--- config.mk ---
export PLATFORM = sky130hd
export DESIGN_NAME = lcd_access_arbiter
export DESIGN_NICKNAME = d
export VERILOG_FILES = /design/src/rtl/lcd_arb_pkg.sv /design/src/rtl/rr_arbiter.sv /design/src/rtl/lcd_access_arbiter.sv
export SDC_FILE = /design/constraint.sdc
export NUM_CORES = 1
export LEC_CHECK = 0
export ABC_AREA = 1
export BUFFER_PORTS_ARGS = -buffer_cell sky130_fd_sc_hd__clkbuf_2
export CAP_MARGIN = 10
export CORE_UTILIZATION = 26
export CTS_BUF_LIST = sky130_fd_sc_hd__clkbuf_16
export CTS_CLUSTER_DIAMETER = 60
export DETAILED_ROUTE_END_ITERATION = 16
export MAX_ROUTING_LAYER = met4
export PLACE_DENSITY_LB_ADDON = 0.05
export REMOVE_ABC_BUFFERS = 1
export SYNTH_ARGS = -nofsm -noshare
export SYNTH_HDL_FRONTEND = slang
export SYNTH_SLANG_ARGS = --single-unit
--- constraint.sdc ---
create_clock -name clk_clk -period 1.71 [get_ports clk_clk]
set_input_delay 0.0855 -clock clk_clk [delete_from_list [all_inputs] [get_ports clk_clk]]
set_output_delay 0.0855 -clock clk_clk [all_outputs]
set_load 0.02 [all_outputs]
--- src/rtl/lcd_arb_pkg.sv ---
// Shared types, LCD command constants, default timing and init ROM for lcd_access_arbiter.
// ST_INIT and the init ROM are only used when LCD_INIT_SEQ_EN is defined.
package lcd_arb_pkg;

    typedef enum logic [2:0] {
        ST_IDLE,
        ST_SETUP,
        ST_E_HIGH,
        ST_HOLD,
        ST_WAIT
`ifdef LCD_INIT_SEQ_EN
        , ST_INIT
`endif
    } state_e;

    localparam logic [7:0] LCD_CLEAR     = 8'h01;
    localparam logic [7:0] LCD_HOME      = 8'h02;
    localparam logic [7:0] LCD_FUNC_8BIT = 8'h38;
    localparam logic [7:0] LCD_DISP_ON   = 8'h0C;
    localparam logic [7:0] LCD_ENTRY     = 8'h06;

    localparam int DEF_T_SETUP_CYC      = 2;
    localparam int DEF_T_E_HIGH_CYC     = 12;
    localparam int DEF_T_HOLD_CYC       = 2;
    localparam int DEF_T_CMD_WAIT_CYC   = 2000;
    localparam int DEF_T_CLEAR_WAIT_CYC = 82000;
    localparam int DEF_T_POWERUP_CYC    = 750000;

    localparam int INIT_LEN = 6;

    // Power-on sequence: 8-bit/2-line x3, display on, clear, entry mode.
    function automatic logic [7:0] init_rom(input logic [2:0] idx);
        case (idx)
            3'd0, 3'd1, 3'd2: init_rom = LCD_FUNC_8BIT;
            3'd3:             init_rom = LCD_DISP_ON;
            3'd4:             init_rom = LCD_CLEAR;
            default:          init_rom = LCD_ENTRY;
        endcase
    endfunction

    // Clear and home are the only slow commands of the controller.
    function automatic logic needs_long_wait(input logic rs, input logic [7:0] data);
        needs_long_wait = !rs && (data == LCD_CLEAR || data == LCD_HOME);
    endfunction

endpackage

--- src/rtl/rr_arbiter.sv ---
// Combinational round-robin picker; a valid lock owner that is still requesting
// overrides the rotation. Search starts at ptr+1.
module rr_arbiter #(
    parameter  int NUM_REQ = 2,
    localparam int IDX_W   = (NUM_REQ > 1) ? $clog2(NUM_REQ) : 1
) (
    input  logic [NUM_REQ-1:0] req,
    input  logic [IDX_W-1:0]   ptr,
    input  logic [IDX_W-1:0]   lock_owner,
    input  logic               lock_valid,
    output logic [NUM_REQ-1:0] winner,
    output logic               valid
);

    logic             found;
    logic [IDX_W-1:0] cand;

    // NOTE: every variable written here gets a default first so no latch is inferred.
    always_comb begin
        winner = '0;
        found  = 1'b0;
        cand   = '0;
        if (lock_valid && req[lock_owner]) begin
            winner[lock_owner] = 1'b1;
        end else begin
            for (int k = 1; k <= NUM_REQ; k++) begin
                cand = IDX_W'((int'(ptr) + k) % NUM_REQ);
                if (!found && req[cand]) begin
                    winner[cand] = 1'b1;
                    found        = 1'b1;
                end
            end
        end
    end

    assign valid = |req;

endmodule

--- src/rtl/lcd_access_arbiter.sv ---
// Shares one HD44780 write port between NUM_REQ requesters with per-byte timing.
// Define LCD_INIT_SEQ_EN to run the autonomous power-on init sequence after reset.
module lcd_access_arbiter
    import lcd_arb_pkg::*;
#(
    parameter int NUM_REQ          = 2,
    parameter int T_SETUP_CYC      = DEF_T_SETUP_CYC,
    parameter int T_E_HIGH_CYC     = DEF_T_E_HIGH_CYC,
    parameter int T_HOLD_CYC       = DEF_T_HOLD_CYC,
    parameter int T_CMD_WAIT_CYC   = DEF_T_CMD_WAIT_CYC,
    parameter int T_CLEAR_WAIT_CYC = DEF_T_CLEAR_WAIT_CYC
`ifdef LCD_INIT_SEQ_EN
    , parameter int T_POWERUP_CYC  = DEF_T_POWERUP_CYC
`endif
) (
    input  logic                 clk_clk,
    input  logic                 reset_reset_n,
    input  logic [NUM_REQ-1:0]   req,
    input  logic [NUM_REQ-1:0]   req_rs,
    input  logic [8*NUM_REQ-1:0] req_data,
    input  logic [NUM_REQ-1:0]   req_lock,
    output logic [NUM_REQ-1:0]   gnt,
    output logic [NUM_REQ-1:0]   done,
    output logic                 busy,
    output logic                 lcd_rs,
    output logic                 lcd_rw,
    output logic                 lcd_e,
    output logic [7:0]           lcd_data
);

    localparam int IDX_W = (NUM_REQ > 1) ? $clog2(NUM_REQ) : 1;
`ifdef LCD_INIT_SEQ_EN
    localparam int CNT_MAX = (T_POWERUP_CYC > T_CLEAR_WAIT_CYC) ? T_POWERUP_CYC : T_CLEAR_WAIT_CYC;
`else
    localparam int CNT_MAX = T_CLEAR_WAIT_CYC;
`endif
    localparam int CNT_W = $clog2(CNT_MAX + 1);

    // Counter load values: a phase of N cycles counts N-1 down to 0.
    localparam logic [CNT_W-1:0] SETUP_LD  = CNT_W'(T_SETUP_CYC - 1);
    localparam logic [CNT_W-1:0] E_HIGH_LD = CNT_W'(T_E_HIGH_CYC - 1);
    localparam logic [CNT_W-1:0] HOLD_LD   = CNT_W'(T_HOLD_CYC - 1);
    localparam logic [CNT_W-1:0] CMD_LD    = CNT_W'(T_CMD_WAIT_CYC - 1);
    localparam logic [CNT_W-1:0] CLEAR_LD  = CNT_W'(T_CLEAR_WAIT_CYC - 1);

    state_e               state, state_d;
    logic [CNT_W-1:0]     cnt, cnt_d, cnt_dec;
    logic [IDX_W-1:0]     ptr, ptr_d, owner, owner_d, lock_owner, lock_owner_d, win_idx;
    logic                 lock_valid, lock_valid_d;
    logic [NUM_REQ-1:0]   gnt_d, done_d, win_oh;
    logic                 arb_valid, e_d, rs_d, sel_rs;
    logic [7:0]           data_d, sel_data;
`ifdef LCD_INIT_SEQ_EN
    localparam logic [CNT_W-1:0] PWR_LD = CNT_W'(T_POWERUP_CYC - 1);
    logic [2:0] init_idx, init_idx_d;
    logic       in_init;
    assign in_init = (init_idx != 3'(INIT_LEN));
`endif

    rr_arbiter #(.NUM_REQ(NUM_REQ)) u_rr (
        .req        (req),
        .ptr        (ptr),
        .lock_owner (lock_owner),
        .lock_valid (lock_valid),
        .winner     (win_oh),
        .valid      (arb_valid)
    );

    always_comb begin
        win_idx  = '0;
        sel_rs   = 1'b0;
        sel_data = 8'h00;
        for (int i = 0; i < NUM_REQ; i++) begin
            if (win_oh[i]) begin
                win_idx  = IDX_W'(i);
                sel_rs   = req_rs[i];
                sel_data = req_data[8*i +: 8];
            end
        end
    end

    assign cnt_dec = cnt - CNT_W'(1);
    assign busy    = (state != ST_IDLE);
    assign lcd_rw  = 1'b0;

    always_comb begin
        state_d      = state;
        cnt_d        = cnt;
        ptr_d        = ptr;
        owner_d      = owner;
        lock_owner_d = lock_owner;
        lock_valid_d = lock_valid;
        gnt_d        = gnt;
        done_d       = '0;
        e_d          = lcd_e;
        rs_d         = lcd_rs;
        data_d       = lcd_data;
`ifdef LCD_INIT_SEQ_EN
        init_idx_d   = init_idx;
`endif
        case (state)
            ST_IDLE: begin
                // A lock owner that stops requesting while idle loses the lock.
                lock_valid_d = lock_valid && req[lock_owner];
                if (arb_valid) begin
                    gnt_d   = win_oh;
                    owner_d = win_idx;
                    rs_d    = sel_rs;
                    data_d  = sel_data;
                    cnt_d   = SETUP_LD;
                    state_d = ST_SETUP;
                end
            end
            ST_SETUP: begin
                if (cnt == '0) begin
                    e_d     = 1'b1;
                    cnt_d   = E_HIGH_LD;
                    state_d = ST_E_HIGH;
                end else begin
                    cnt_d = cnt_dec;
                end
            end
            ST_E_HIGH: begin
                if (cnt == '0) begin
                    e_d     = 1'b0;
                    cnt_d   = HOLD_LD;
                    state_d = ST_HOLD;
                end else begin
                    cnt_d = cnt_dec;
                end
            end
            ST_HOLD: begin
                if (cnt == '0) begin
                    cnt_d   = needs_long_wait(lcd_rs, lcd_data) ? CLEAR_LD : CMD_LD;
                    state_d = ST_WAIT;
                end else begin
                    cnt_d = cnt_dec;
                end
            end
            ST_WAIT: begin
                if (cnt == '0) begin
`ifdef LCD_INIT_SEQ_EN
                    if (in_init) begin
                        init_idx_d = init_idx + 3'd1;
                        cnt_d      = '0;
                        state_d    = (init_idx == 3'(INIT_LEN - 1)) ? ST_IDLE : ST_INIT;
                    end else begin
`endif
                        done_d       = gnt;
                        gnt_d        = '0;
                        ptr_d        = owner;
                        lock_owner_d = owner;
                        lock_valid_d = req_lock[owner];
                        state_d      = ST_IDLE;
`ifdef LCD_INIT_SEQ_EN
                    end
`endif
                end else begin
                    cnt_d = cnt_dec;
                end
            end
`ifdef LCD_INIT_SEQ_EN
            ST_INIT: begin
                if (cnt == '0) begin
                    rs_d    = 1'b0;
                    data_d  = init_rom(init_idx);
                    cnt_d   = SETUP_LD;
                    state_d = ST_SETUP;
                end else begin
                    cnt_d = cnt_dec;
                end
            end
`endif
            default: state_d = ST_IDLE;
        endcase
    end

    // NOTE: registered state uses non-blocking assignments so every update sees pre-edge values.
    always_ff @(posedge clk_clk or negedge reset_reset_n) begin
        if (!reset_reset_n) begin
`ifdef LCD_INIT_SEQ_EN
            state    <= ST_INIT;
            cnt      <= PWR_LD;
            init_idx <= 3'd0;
`else
            state    <= ST_IDLE;
            cnt      <= '0;
`endif
            ptr        <= IDX_W'(NUM_REQ - 1);
            owner      <= '0;
            lock_owner <= '0;
            lock_valid <= 1'b0;
            gnt        <= '0;
            done       <= '0;
            lcd_e      <= 1'b0;
            lcd_rs     <= 1'b0;
            lcd_data   <= 8'h00;
        end else begin
`ifdef LCD_INIT_SEQ_EN
            init_idx <= init_idx_d;
`endif
            state      <= state_d;
            cnt        <= cnt_d;
            ptr        <= ptr_d;
            owner      <= owner_d;
            lock_owner <= lock_owner_d;
            lock_valid <= lock_valid_d;
            gnt        <= gnt_d;
            done       <= done_d;
            lcd_e      <= e_d;
            lcd_rs     <= rs_d;
            lcd_data   <= data_d;
        end
    end

endmodule

# Yosys cells after proc, flatten, opt, wreduce, memory -nomap -nowiden
# Cells that the tools add are included.
[word_totals] register_bits=38 inputBits=24 out_inout_bits=16 wordCells=105
[classes] add_sub_neg=3 n_lt_le_gt_ge=7 n_eq_ne=12 n_mux=48 n_bitwise=1 n_reduce_logical=23
[ops] op="$mux 17" count=6
[ops] op="$pmux 17 s5" count=1
[ops] op="$mux 1" count=19
[ops] op="$logic_not 17->1" count=1
[ops] op="$sub 17x1->17 const B" count=1
[ops] op="$mux 2" count=8
[ops] op="$mux 8" count=2
[ops] op="$mux 3" count=5
[ops] op="$pmux 3 s5" count=1
[ops] op="$ne 2x2->1 const B" count=6
[ops] op="$reduce_and 3->1" count=3
[ops] op="$eq 8x1->1 const B" count=1
[ops] op="$eq 8x2->1 const B" count=1
[ops] op="$lt 1x2->1 const B" count=4
[ops] op="$eq 3x2->1 const B" count=2
[ops] op="$logic_and 1x1->1" count=6
[ops] op="$reduce_and 2->1" count=3
[ops] op="$reduce_and 5->1" count=1
[ops] op="$reduce_bool 5->1" count=1
[ops] op="$pmux 1 s2" count=2
[ops] op="$pmux 2 s2" count=1
[ops] op="$reduce_bool 2->1" count=2
[ops] op="$demux 1 s1" count=3
[ops] op="$eq 3x1->1 const B" count=1
[ops] op="9 further kinds" count=13

# Logic depth before layout (Yosys ltp)
[logic_depth] ltp_word=12 depth_mapped=11 ltp_nobuf=11

# Modules after synthesis
# From an unflattened synthesis, not the netlist that was laid out.
[unflattened] hier_cells=327 hier_area_um2=2378.5
[modules_own_cells] mod="lcd_access_arbiter" n_inst=1 cells_per_inst=317 area_per_inst_um2=2328.5 seq_area_each_um2=952.2
[modules_own_cells] mod="rr_arbiter" n_inst=1 cells_per_inst=10 area_per_inst_um2=50.0 seq_area_each_um2=0.0

# Worst setup path before layout
# Ideal clock, no wire load.
[synth_path] kind="register -> register" startpoint="register cnt[0]" endpoint="register cnt[6]" setup_time_ns=0.117 t_arrival_ns=1.482 required_ns=1.593 setup_slack_ns=0.111 stages_incl_launch_ff=11 path_buffers=1 synth_period_minus_slack_ns=1.599 cell_sequence="dfrtp_1 > inv_1 > ha_1 > nand2_2 > nor2_8 > nand4_4 > nand2_4 > inv_2 > buf_6 > nand3_1 > nand2_1"
[synth_via] elab_chain_len=3 word_cells_on_any_way=9 cone_classes="add/sub (1); eq/ne (1); mux (5); reduce/logical (2)"
[synth_rtl] item="start: declaration" line_no="lcd_access_arbiter.sv:47" rtl="logic [CNT_W-1:0] cnt, cnt_d, cnt_dec;"
[synth_rtl] item="start signal: assignment" line_no="lcd_access_arbiter.sv:203" rtl="cnt <= cnt_d;"
[synth_rtl] item="$sub 17x1->17 / $logic_not 17->1 (equally long branches)"
[synth_rtl] item="$mux 17 (tied with other cells)" line_no="lcd_access_arbiter.sv:141" rtl="if (cnt == '0) begin"
[synth_rtl] item="$pmux 17 s5 / $reduce_and 3->1 (equally long branches)"
# Several ways; a longest one is shown, not always the timed one. The select of a mux whose other input is x is not followed.
# A chain may end at the register's enable or synchronous reset.

# Worst setup path in the final report
[layout_path] startpoint="register cnt[1]" endpoint="register cnt[5]"
# Same word-level chain as after synthesis.

==> flow_summary_export.csv <==
group,metric,value,unit
placement,pre_cts_ws,-0.03548,ns
pwr,power_frac_seq,46.6,%
clocking,root_buffer,"clkbuf_16",
global_routing,first_global_vias,2026,
drt,route.detailed.drc,0,
sta,post-route-period-util,94.77,%
die,coreArea,8678,sq um
drt,routed_wl,6114,um
setup_path,worst_path_max_delay_cell,"dfrtp_1",
setup_path,critPathMaxStageDelay,0.40,ns
hold_path,min-delay-path-class,"input port to flip-flop",
setup_path,crit_type,"flip-flop to flip-flop",
pwr,p_leak,0.001625,uW
sta,setup_viol,0,
die,start_util,26.60,%
logic_synthesis,synth_seq_cells,38,
placement,gp_congestion,0.7728,
placement,post-dp-hpwl,4718,um
pwr,internal_power,1524,uW
logic_synthesis,synth_area_leaders,"dfrtp_1, nand2_1, inv_1, nor2_1, nand3_1",
setup_path,crit_buf_inv,2,
logic_synthesis,ys_types,33,
cells_and_area,fin_nets,415,
pwr,power_density,659.6,nW/um^2
cells_and_area,syn2layout_area_growth,33.17,%
clocking,htreeDepth,2,
die,boundaryPins,40,
pwr,combPwrFrac,8.2,%
pwr,ir_drop,0.0002984,V
logic_synthesis,synth_area,2308,sq um
cells_and_area,antenna_cells,0,
cells_and_area,fillers,967,
global_routing,grtUsageTotal,14.80,%
job,cap_violations,0,
logic_synthesis,yosysWarnings,0,
sta,fmax,0.6171,GHz
global_routing,grt_pass1_wl,9894,um
clocking,clock-sinks,38,
clocking,clkTransAtPathRegs,0.06,ns
drt,first_iter_violations,68,
logic_synthesis,synth_top_area_cell,"dfrtp_1",
logic_synthesis,postSynthCellCount,319,
global_routing,grt_max_degree,24,
setup_path,start_kind,"flip-flop",
pwr,p_sw,503.6,uW
sta,period_needed,1.621,ns
sta,setup_tns,0,ns
setup_path,crit_fanout,7,
drt,num_vias,2204,
drt,ant_nets,0,
sta,rsz0062_at_grt,"true",
setup_path,critPathTopFamily,"simple AND/OR/NAND/NOR gates",
run_status,outcome,"finished, final reports clean",
pwr,swShare,24.83,%
clocking,clock_latency,0.28,ns
setup_path,crit_chain,"inv_2, ha_4, nand2_4, nor2_8, nand4_4, buf_4, nand3b_1, nand2_1, nand2_1, nor2_1",
global_routing,antenna_found_initial,0,
drt,vias_per_cell,4.417,
cells_and_area,drive_gt1_share,28.90,%
die,dieArea,9259,sq um
clocking,clockBufferDepth,2,
die,die_width,96.23,um
setup_path,critPathRequiredTime,1.88,ns
logic_synthesis,seq_area_frac_synth,41.25,%
pwr,p_total,2028,uW
setup_path,crit_cells,10,
sta,final-hold-violation-count,0,
hold_path,hold_depth,3,
setup_path,cp.arrival,1.79,ns
placement,port_buffers,38,
logic_synthesis,syn_area_per_cell,7.237,sq um
drt,drt_pass1_iterations,6,
drt,avgRoutedWirePerCell,12.25,um
sta,setup_ws,0.08949,ns
pwr,pwr-share-clk,45.2,%
setup_path,worstRegToRegCells,10,
setup_path,worstSetupEndpointType,"flip-flop",
die,die-height,96.23,um
logic_synthesis,synth_top_cell_area_share,40.11,%
global_routing,overflow,0,
sta,finClkSkew,0.006927,ns
clocking,cts_tree,"built",
sta,final-max-slew-violation-count,0,
die,core.rowCount,34,
sta,holdWs,0.06717,ns
clocking,cts_made_buffers,5,
setup_path,crit_top_cell,"nand2_1",
-- per-stage QoR --
step	instances	instance area, sq um	utilization (%)
6_report	499	3074	35.42
5_1_grt	499	3074	35.42
4_1_cts	495	2977	34.30
3_5_place_dp	485	2813	32.41
3_3_place_gp	485	2813	32.41
2_1_floorplan	314	2275	-
-- worst reg2reg max path, stage by stage (launching register included) --
cell and delay (ns):
dfrtp_1 0.40, inv_2 0.09, ha_4 0.15, nand2_4 0.07, nor2_8 0.19, nand4_4 0.19
buf_4 0.19, nand3b_1 0.09, nand2_1 0.06, nand2_1 0.05, nor2_1 0.04
-- metal layers --
| layer | track usage (%) | part of all wire, % | wire, um | vias up |
|---|---|---|---|---|
| met4 | 4.478 | 0.98 | 60 | 0 |
| met5 | - | 0 | 0 | - |
| li1 | - | - | - | 1152 |
| met2 | 22.40 | 46 | 2802 | 21 |
| met1 | 20.06 | 51 | 3126 | 1026 |
| met3 | 2.607 | 2.0 | 124 | 5 |
-- kinds of logic (layout without fill, tap and decap cells) --
group	count (synthesis)	in the layout	synth area share, %
other	1	1	0.1624
AND/OR/NAND/NOR	179	179	35.94
AO/OA/AOI/OAI	43	43	10.89
flip-flops	38	38	41.25
buffers and inverters	51	123	8.943
XOR/XNOR	6	6	2.276
adder cells (fa/ha/maj)	1	1	0.5419
-- synthesized netlist by cell type --
library cell,number
o22ai_1,2
buf_2,3
nor3_1,5
o21a_1,5
o211ai_1,7
nor2_2,3
nand3b_1,4
nor2_4,1
o21ai_1,5
and2_1,1
o21ai_2,1
inv_2,7
nand2_1,87
xor2_1,5
nand2_4,1
nand3_1,22
dfstp_2,1
nand4_1,6
a21oi_1,3
dfrtp_1,37
o21ai_0,20
or2_2,4
nand3_2,2
nand2_2,5
buf_6,1
nor2_8,1
xnor2_1,1
inv_1,39
buf_4,1
nor2_1,36
nand4_4,1
conb_1,1
ha_1,1
-- final timing paths --
kind	slack, ns	from	to
setup reg to reg	0.09	cnt[1]$_DFFE_PN0P_	cnt[5]$_DFFE_PN0P_
hold / removal	0.07	req_data[10]	lcd_data[2]$_DFFE_PN0P_
min in group asynchronous	0.29	reset_reset_n	cnt[0]$_DFFE_PN0P_
max in group asynchronous	0.94	reset_reset_n	gnt[0]$_DFFE_PN0P_
hold reg to reg	0.51	lcd_e$_DFFE_PN0P_	lcd_e$_DFFE_PN0P_
setup / recovery	0.09	cnt[1]$_DFFE_PN0P_	cnt[5]$_DFFE_PN0P_
-- state kept, by name, indices dropped and copies added, names as in the netlist, 2 cells and up --
name and flops:
cnt 17, done 2, lcd_data 8, gnt 2, state 3
-- final cells by class --
class | count | area, sq um | share of cell area, %
clock inverter | 3 | 16.27 | 0.5291
timing repair buffer | 69 | 457.9 | 14.90
clock buffer | 5 | 125.1 | 4.070
multi-input combinational | 230 | 1207 | 39.28
inverter | 46 | 180.2 | 5.861
sequential | 38 | 952.2 | 30.97
tap | 108 | 135.1 | 4.396
-- layout by cell type (no fill, tap or decap), drive strengths merged --
master,synthesis,routed
inv,46,46
o22ai,2,2
a21oi,3,3
buf,5,30
o211ai,7,7
nand4,7,7
clkinvlp,0,1
ha,1,1
dfrtp,37,37
conb,1,1
or2,4,4
xnor2,1,1
nand2,93,93
nand3b,4,4
o21ai,26,26
nor3,5,5
nand3,24,24
o21a,5,5
xor2,5,5
dfstp,1,1
clkbuf,0,43
dlygate4sd3,0,1
and2,1,1
clkinv,0,2
nor2,41,41
-- power groups by stage --
stage	combinational [uW]	clock [uW]	sequential [uW]
global placement	170	0	961
floorplan	47.1	0	989
finish	167	916	945
detailed placement	169	0	961
global route	191	995	948
CTS	171	952	945
-- repair_timing --
item / 4_1_cts / 5_1_grt
endpoints found under the hold margin: 14 / 0
setup buffers: 1 / 4
gates resized for setup: 1 / 22
hold buffers: 1 / 0
setup endpoints to repair: 7 / 23
pin swaps: 2 / 9
No activity file was read; power rests on OpenSTA's default activity.
